==> src/rtl/tape_level_meter.sv <==
// Cassette audio level meter: peak-hold magnitude with periodic decay, per-frame latch, and tape position counter.
// tape_data is latched one cycle after frame_start. pos follows the sample stream. There is no backpressure.
module tape_level_meter #(
   parameter int          DECAY_DIV   = 1024,
   parameter int          DECAY_SHIFT = 3,
   parameter int          POS_DIV     = 256,
   parameter logic [24:0] POS_MAX     = 25'h1FFFFFF
) (
   input  logic        i_clk,
   input  logic        reset,
   input  logic        sample_valid,
   input  logic [7:0]  sample,
   input  logic        play,
   input  logic        rewind,
   input  logic        frame_start,
   output logic [7:0]  tape_data,
   output logic        level_valid,
   output logic [24:0] pos
);

   localparam int DW = (DECAY_DIV > 1) ? $clog2(DECAY_DIV) : 1;
   localparam int PW = (POS_DIV > 1) ? $clog2(POS_DIV) : 1;
   localparam logic [DW-1:0] DECAY_LAST = DW'(DECAY_DIV - 1);
   localparam logic [PW-1:0] POS_LAST   = PW'(POS_DIV - 1);

   logic [DW-1:0] decay_cnt;
   logic [PW-1:0] sample_cnt;
   logic [7:0]    peak;
   logic [7:0]    peak_nxt;
   logic [6:0]    mag7;
   logic [7:0]    mag;
   logic [7:0]    shr;
   logic [7:0]    dv;
   logic [7:0]    base;
   logic          decay_tick;

   // Offset-binary distance from 0x80; below midpoint this is 0x7F - sample.
   always_comb begin
      mag7 = sample[7] ? sample[6:0] : ~sample[6:0];
      mag  = {mag7, 1'b0};
   end

   // Proportional decay, falling back to unit steps once the shifted term is zero.
   always_comb begin
      shr = peak >> DECAY_SHIFT;
      dv  = 8'd0;
      if (shr != 8'd0) begin
         dv = peak - shr;
      end else if (peak != 8'd0) begin
         dv = peak - 8'd1;
      end
   end

   always_comb begin
      decay_tick = (decay_cnt == DECAY_LAST);
      base       = decay_tick ? dv : peak;
      peak_nxt   = base;
      if (sample_valid && (mag > base)) begin
         peak_nxt = mag;
      end
   end

   always_ff @(posedge i_clk) begin
      if (reset) begin
         decay_cnt <= '0;
         peak      <= 8'd0;
      end else begin
         decay_cnt <= decay_tick ? '0 : decay_cnt + 1'b1;
         peak      <= peak_nxt;
      end
   end

   // The latch takes the registered peak, i.e. the value before this cycle's update.
   always_ff @(posedge i_clk) begin
      if (reset) begin
         tape_data   <= 8'd0;
         level_valid <= 1'b0;
      end else begin
         level_valid <= frame_start;
         if (frame_start) begin
            tape_data <= peak;
         end
      end
   end

   always_ff @(posedge i_clk) begin
      if (reset) begin
         sample_cnt <= '0;
         pos        <= 25'd0;
      end else if (rewind) begin
         sample_cnt <= '0;
         pos        <= 25'd0;
      end else if (play && sample_valid) begin
         if (sample_cnt == POS_LAST) begin
            sample_cnt <= '0;
            if (pos != POS_MAX) begin
               pos <= pos + 25'd1;
            end
         end else begin
            sample_cnt <= sample_cnt + 1'b1;
         end
      end
   end

endmodule

==> config.mk <==
export PLATFORM = sky130hd
export DESIGN_NAME = tape_level_meter
export DESIGN_NICKNAME = d
export VERILOG_FILES = /design/src/rtl/tape_level_meter.sv
export SDC_FILE = /design/constraint.sdc
export NUM_CORES = 1
export LEC_CHECK = 0
export CAP_MARGIN = 20
export CORE_AREA = 2 2 76 107
export DETAILED_ROUTE_END_ITERATION = 10
export DIE_AREA = 0 0 78 109
export HOLD_SLACK_MARGIN = 0.12
export PLACE_DENSITY = 0.71
export SKIP_CTS_REPAIR_TIMING = 1
export SLEW_MARGIN = 25
export SYNTH_ARGS = -nofsm -noshare
export SYNTH_HDL_FRONTEND = slang
export SYNTH_SLANG_ARGS = --single-unit
==> constraint.sdc <==
create_clock -name i_clk -period 5.36 [get_ports i_clk]
set_input_delay 1.072 -clock i_clk [delete_from_list [all_inputs] [get_ports i_clk]]
set_output_delay 1.072 -clock i_clk [all_outputs]
set_load 0.01 [all_outputs]
# Word-level counts from Yosys, hierarchy flattened
# Index checks and enable logic that the tools add are counted.
[word_totals] register_bits=60 in_bits=14 out_inout_bits=34
[classes] n_addsub=5 magnitude_cmp=1 eq_ne=3 muxes=6 n_bitwise=1 reduce_logical=8
[ops] op="$mux W8" n=5
[ops] op="$add A25 B1 Y25 const B" n=1
[ops] op="$ne A25 B25 Y1 const B" n=1
[ops] op="$reduce_bool A8 Y1" n=2
[ops] op="$add A10 B1 Y10 const B" n=1
[ops] op="$eq A10 B10 Y1 const B" n=1
[ops] op="$add A8 B1 Y8 const B" n=1
[ops] op="$eq A8 B8 Y1 const B" n=1
[ops] op="$gt A8 B8 Y1" n=1
[ops] op="$sub A8 B1 Y8 const B" n=1
[ops] op="$sub A8 B5 Y8" n=1
[ops] op="$mux W7" n=1
[ops] op="$not A7 Y7" n=1
[ops] op="$reduce_or A2 Y1" n=3
[ops] op="$reduce_and A3 Y1" n=1
[ops] op="$logic_and A1 B1 Y1" n=2

# Depth between registers and ports, before layout
[depth] word_depth=7 mapped_depth=17

# Worst setup path after synthesis
# OpenSTA, ideal clock, no wires.
[synth_timing] path_kind="register -> register" from="register peak[0]" to="register peak[2]" setup_ns=0.127 arrival_ns=2.904 t_required_ns=5.233 path_slack_ns=2.329 stages_incl_launch_ff=18 path_cell_list="dfxtp_1 > inv_1 > ha_1 > inv_1 > fa_1 > a211oi_1 > o21ba_2 > mux2i_1 > o21ai_0 > inv_1 > ha_1 > nor4_1 > o21ai_0 > nand2_1 > a21oi_2 > buf_4 > a211oi_1 > nor3_2"
[synth_between] elab_chain_len=7 elab_cells_between_ends=9
[synth_lines] item="start: declaration" line_no="28" rtl="logic [7:0] peak;"
[synth_lines] item="start signal: assignment" line_no="69" rtl="peak <= peak_nxt;"
[synth_lines] item="$sub A8 B1 Y8 / $reduce_bool A8 Y1 (equally long branches)" line_no="50, 49"
[synth_lines] item="$mux W8" line_no="49" rtl="end else if (peak != 8'd0) begin"
[synth_lines] item="$mux W8" line_no="47" rtl="if (shr != 8'd0) begin"
[synth_lines] item="$mux W8 (*)" line_no="56" rtl="base = decay_tick ? dv : peak;"
[synth_lines] item="$gt A8 B8 Y1" line_no="58" rtl="if (sample_valid && (mag > base)) begin"
[synth_lines] item="$logic_and A1 B1 Y1" line_no="58"
[synth_lines] item="$mux W8 (*)" line_no="58"
# Every way passes the cells marked *; elsewhere a longest branch is shown, timed or not.
# A chain may end at the register's enable or synchronous reset.

# Worst setup path in the final report
[layout_timing] from="register peak[5]" to="register peak[6]"
# The elaborated chain is that of the path after synthesis.

==> results_dict.tcl <==
set metrics [dict create \
    start_util_pct 43.90 \
    power.internal_uw 834.1 \
    skew_ps 8.965 \
    setup_viol 0 \
    fmax_ghz 0.2722 \
    synth_top_cells_by_count "dfxtp_1 (60), nor2_1 (57), xor2_1 (28)" \
    power_mw 1.158 \
    grt_setup_unrepaired "no" \
    clock-sinks 60 \
    die_width_um 78 \
    clkTransAtPathRegs_ps 60 \
    max-cap-violations 0 \
    cts_max_path_buffers 2 \
    switchingPower_uw 323.9 \
    drtIter0Drc 106 \
    synthToLayoutAreaGrowth_pct 22.71 \
    dp_hpwl_um 5601 \
    timing.slew.headroom_pct 56.82 \
    rows 38 \
    synthesis.area_mm2 0.003339 \
    critPathKind "flip-flop to flip-flop" \
    rr_endpoint "peak[6]" \
    min_period_ps 3674 \
    fillers 723 \
    ys_seq_area_share_pct 35.97 \
    diodes 0 \
    finalMaxSlewViolations 0 \
    finalSetupTns_ps 0 \
    yosysWarnings 0 \
    drive_gt1_share_pct 8.879 \
    reg2reg_setup_slack_ps 1690 \
    grt_max_degree 30 \
    drtPass1Iterations 4 \
    startpoint_type "flip-flop" \
    antenna_found_initial 0 \
    cts_tree "built" \
    overflow 0 \
    crit_end "peak[6]" \
    grtUsageTotal_pct 18.70 \
    clkPwrFrac_pct 39.0 \
    hold_class "flip-flop to flip-flop" \
    worstSetupStartpoint "peak[5]" \
    power_density_mw_per_mm2 282.6 \
    synth_top_area_cell "dfxtp_1" \
    p_leak_nw 1.486 \
    worst_setup_path_end_kind "flip-flop" \
    port_buffers 47 \
    synth_nets 408 \
    postRouteAntennaNets 0 \
    placeableCoreArea_mm2 0.007607 \
    synthTopCellsByArea "dfxtp_1 (36%), xor2_1 (7.3%), nor2_1 (6.4%)" \
    cts_max_level 3 \
    r2r_cells 14 \
    r2r_start "peak[5]" \
    power_frac_comb_pct 19.7 \
    final_hold_viol_count 0 \
    worst_ir_drop_vdd_mv 0.1665 \
    async_flop_share_pct 0 \
    switching_share_pct 27.97 \
    synthFlopType "dfxtp_1" \
    route.detailed.drc 0 \
    design.portCount 48 \
    post_drt_wl_per_cell_um 14.18 \
    place_congestion 0.9443 \
    synth.distinct_cells 59 \
    yosysMostFrequentCell "dfxtp_1" \
    required_ps 5580 \
    synth_edf_count 0 \
    power_frac_seq_pct 41.2 \
    clock_latency_ps 340 \
    worstMarginPinSlew_ps 645.7 \
    status "complete, no violations" \
    syn_area_per_cell_um2 8.882 \
    critPathMaxFanout 11 \
    cts_root_buf "clkbuf_8" \
    die_h_um 109 \
    wirelength_um 7487 \
    cts_made_buffers 9 \
    grt_pass1_vias 2729 \
    cp.arrival_ps 3890 \
    synth_top_cell_area_share_pct 35.97 \
    ys_seq_elements 60 \
    finalCritPeriodShare_pct 68.54 \
    nNetsFinal 455 \
    viasPerCell 5.438 \
    grt_pass1_wl_um 12500 \
    vias 2871 \
    syn_inst 376 \
    dieArea_mm2 0.008502 \
]
[registers in the layout (all words and copies together), names as in the netlist]
register,cells
peak,8
tape_data,8
level_valid,1
pos,25
sample_cnt,8
decay_cnt,10
[kinds of logic after synthesis]
| family | count (synthesis) | synth area share [%] |
|---|---|---|
| AO/OA/AOI/OAI | 56 | 11.80 |
| AND/OR/NAND/NOR | 162 | 27.05 |
| flip-flops | 60 | 35.97 |
| adder cells (fa/ha/maj) | 18 | 6.969 |
| XOR/XNOR | 42 | 11.02 |
| buffers and inverters | 25 | 3.297 |
| multiplexers | 13 | 3.896 |
[routing by layer]
metal	vias up	share of wire [%]	routed length (um)	global-route usage [%]
met5	-	0	0	0
met4	0	4.0	296	11.03
met3	24	3.2	240	3.394
met2	74	52	3892	34.48
met1	1347	41	3057	19.71
li1	1426	-	-	-
[final cells by class]
type / count / area [um2] / share of cell area (%)
timing repair buffer: 48 / 478.0 / 11.66
multi-input combinational: 291 / 2028 / 49.50
sequential: 60 / 1201 / 29.31
tap: 100 / 125.1 / 3.053
clock buffer: 11 / 141.4 / 3.450
clock inverter: 5 / 75.07 / 1.832
inverter: 13 / 48.80 / 1.191
[critical path: stages (launching register included)]
cell and delay, ps:
dfxtp_1 540, inv_1 170, ha_1 370, a211oi_1 340, o21ba_2 210, mux2i_1 70, o21ai_0 410, inv_1 100
ha_1 310, o21ai_0 80, a21oi_1 150, nand2_1 90, a21oi_2 410, mux2i_1 250, nor2_1 50
[placed cells by master (no fill, tap or decap), types with 13 or more instances in the layout]
cell type and n:
dfxtp_1 60, clkdlybuf4s50_1 47, ha_1 17, mux2i_1 13
xnor2_1 14, o21ai_0 15, nor2_1 57, inv_1 13
xor2_1 28, nand2_1 17, nand3_1 23
[worst min path at each step]
stage,from,endpoint,slack (ps),cells past startpoint
2_1_floorplan,decay_cnt[0],decay_cnt[0],450,1
3_3_place_gp,sample_cnt[1],sample_cnt[1],460,2
3_5_place_dp,sample_cnt[1],sample_cnt[1],470,2
4_1_cts,sample_cnt[1],sample_cnt[1],480,2
5_1_grt,sample_cnt[1],sample_cnt[1],490,2
6_report,sample_cnt[1],sample_cnt[1],480,2
[stage by stage]
step | utilization [%] | area [um2] | worst slack [ps] | instances | hold WS (ps)
after CTS | 53.87 | 4098 | 1757 | 528 | 478.4
after global routing | 53.87 | 4098 | 1502 | 528 | 490.3
after detailed placement | 51.02 | 3881 | 1790 | 512 | 469.8
after floorplan | - | 3339 | 2329 | 376 | 450.0
final | 53.87 | 4098 | 1686 | 528 | 478.6
after global placement | 51.02 | 3881 | 1888 | 512 | 464.2
[power by group through the flow]
stage	sequential (mW)	clock, mW	combinational (mW)
finish	0.477	0.452	0.228
global route	0.479	0.479	0.253
CTS	0.477	0.464	0.228
detailed placement	0.487	0	0.226
global placement	0.487	0	0.221
floorplan	0.483	0	0.170
(Power assumes the default switching activity.)
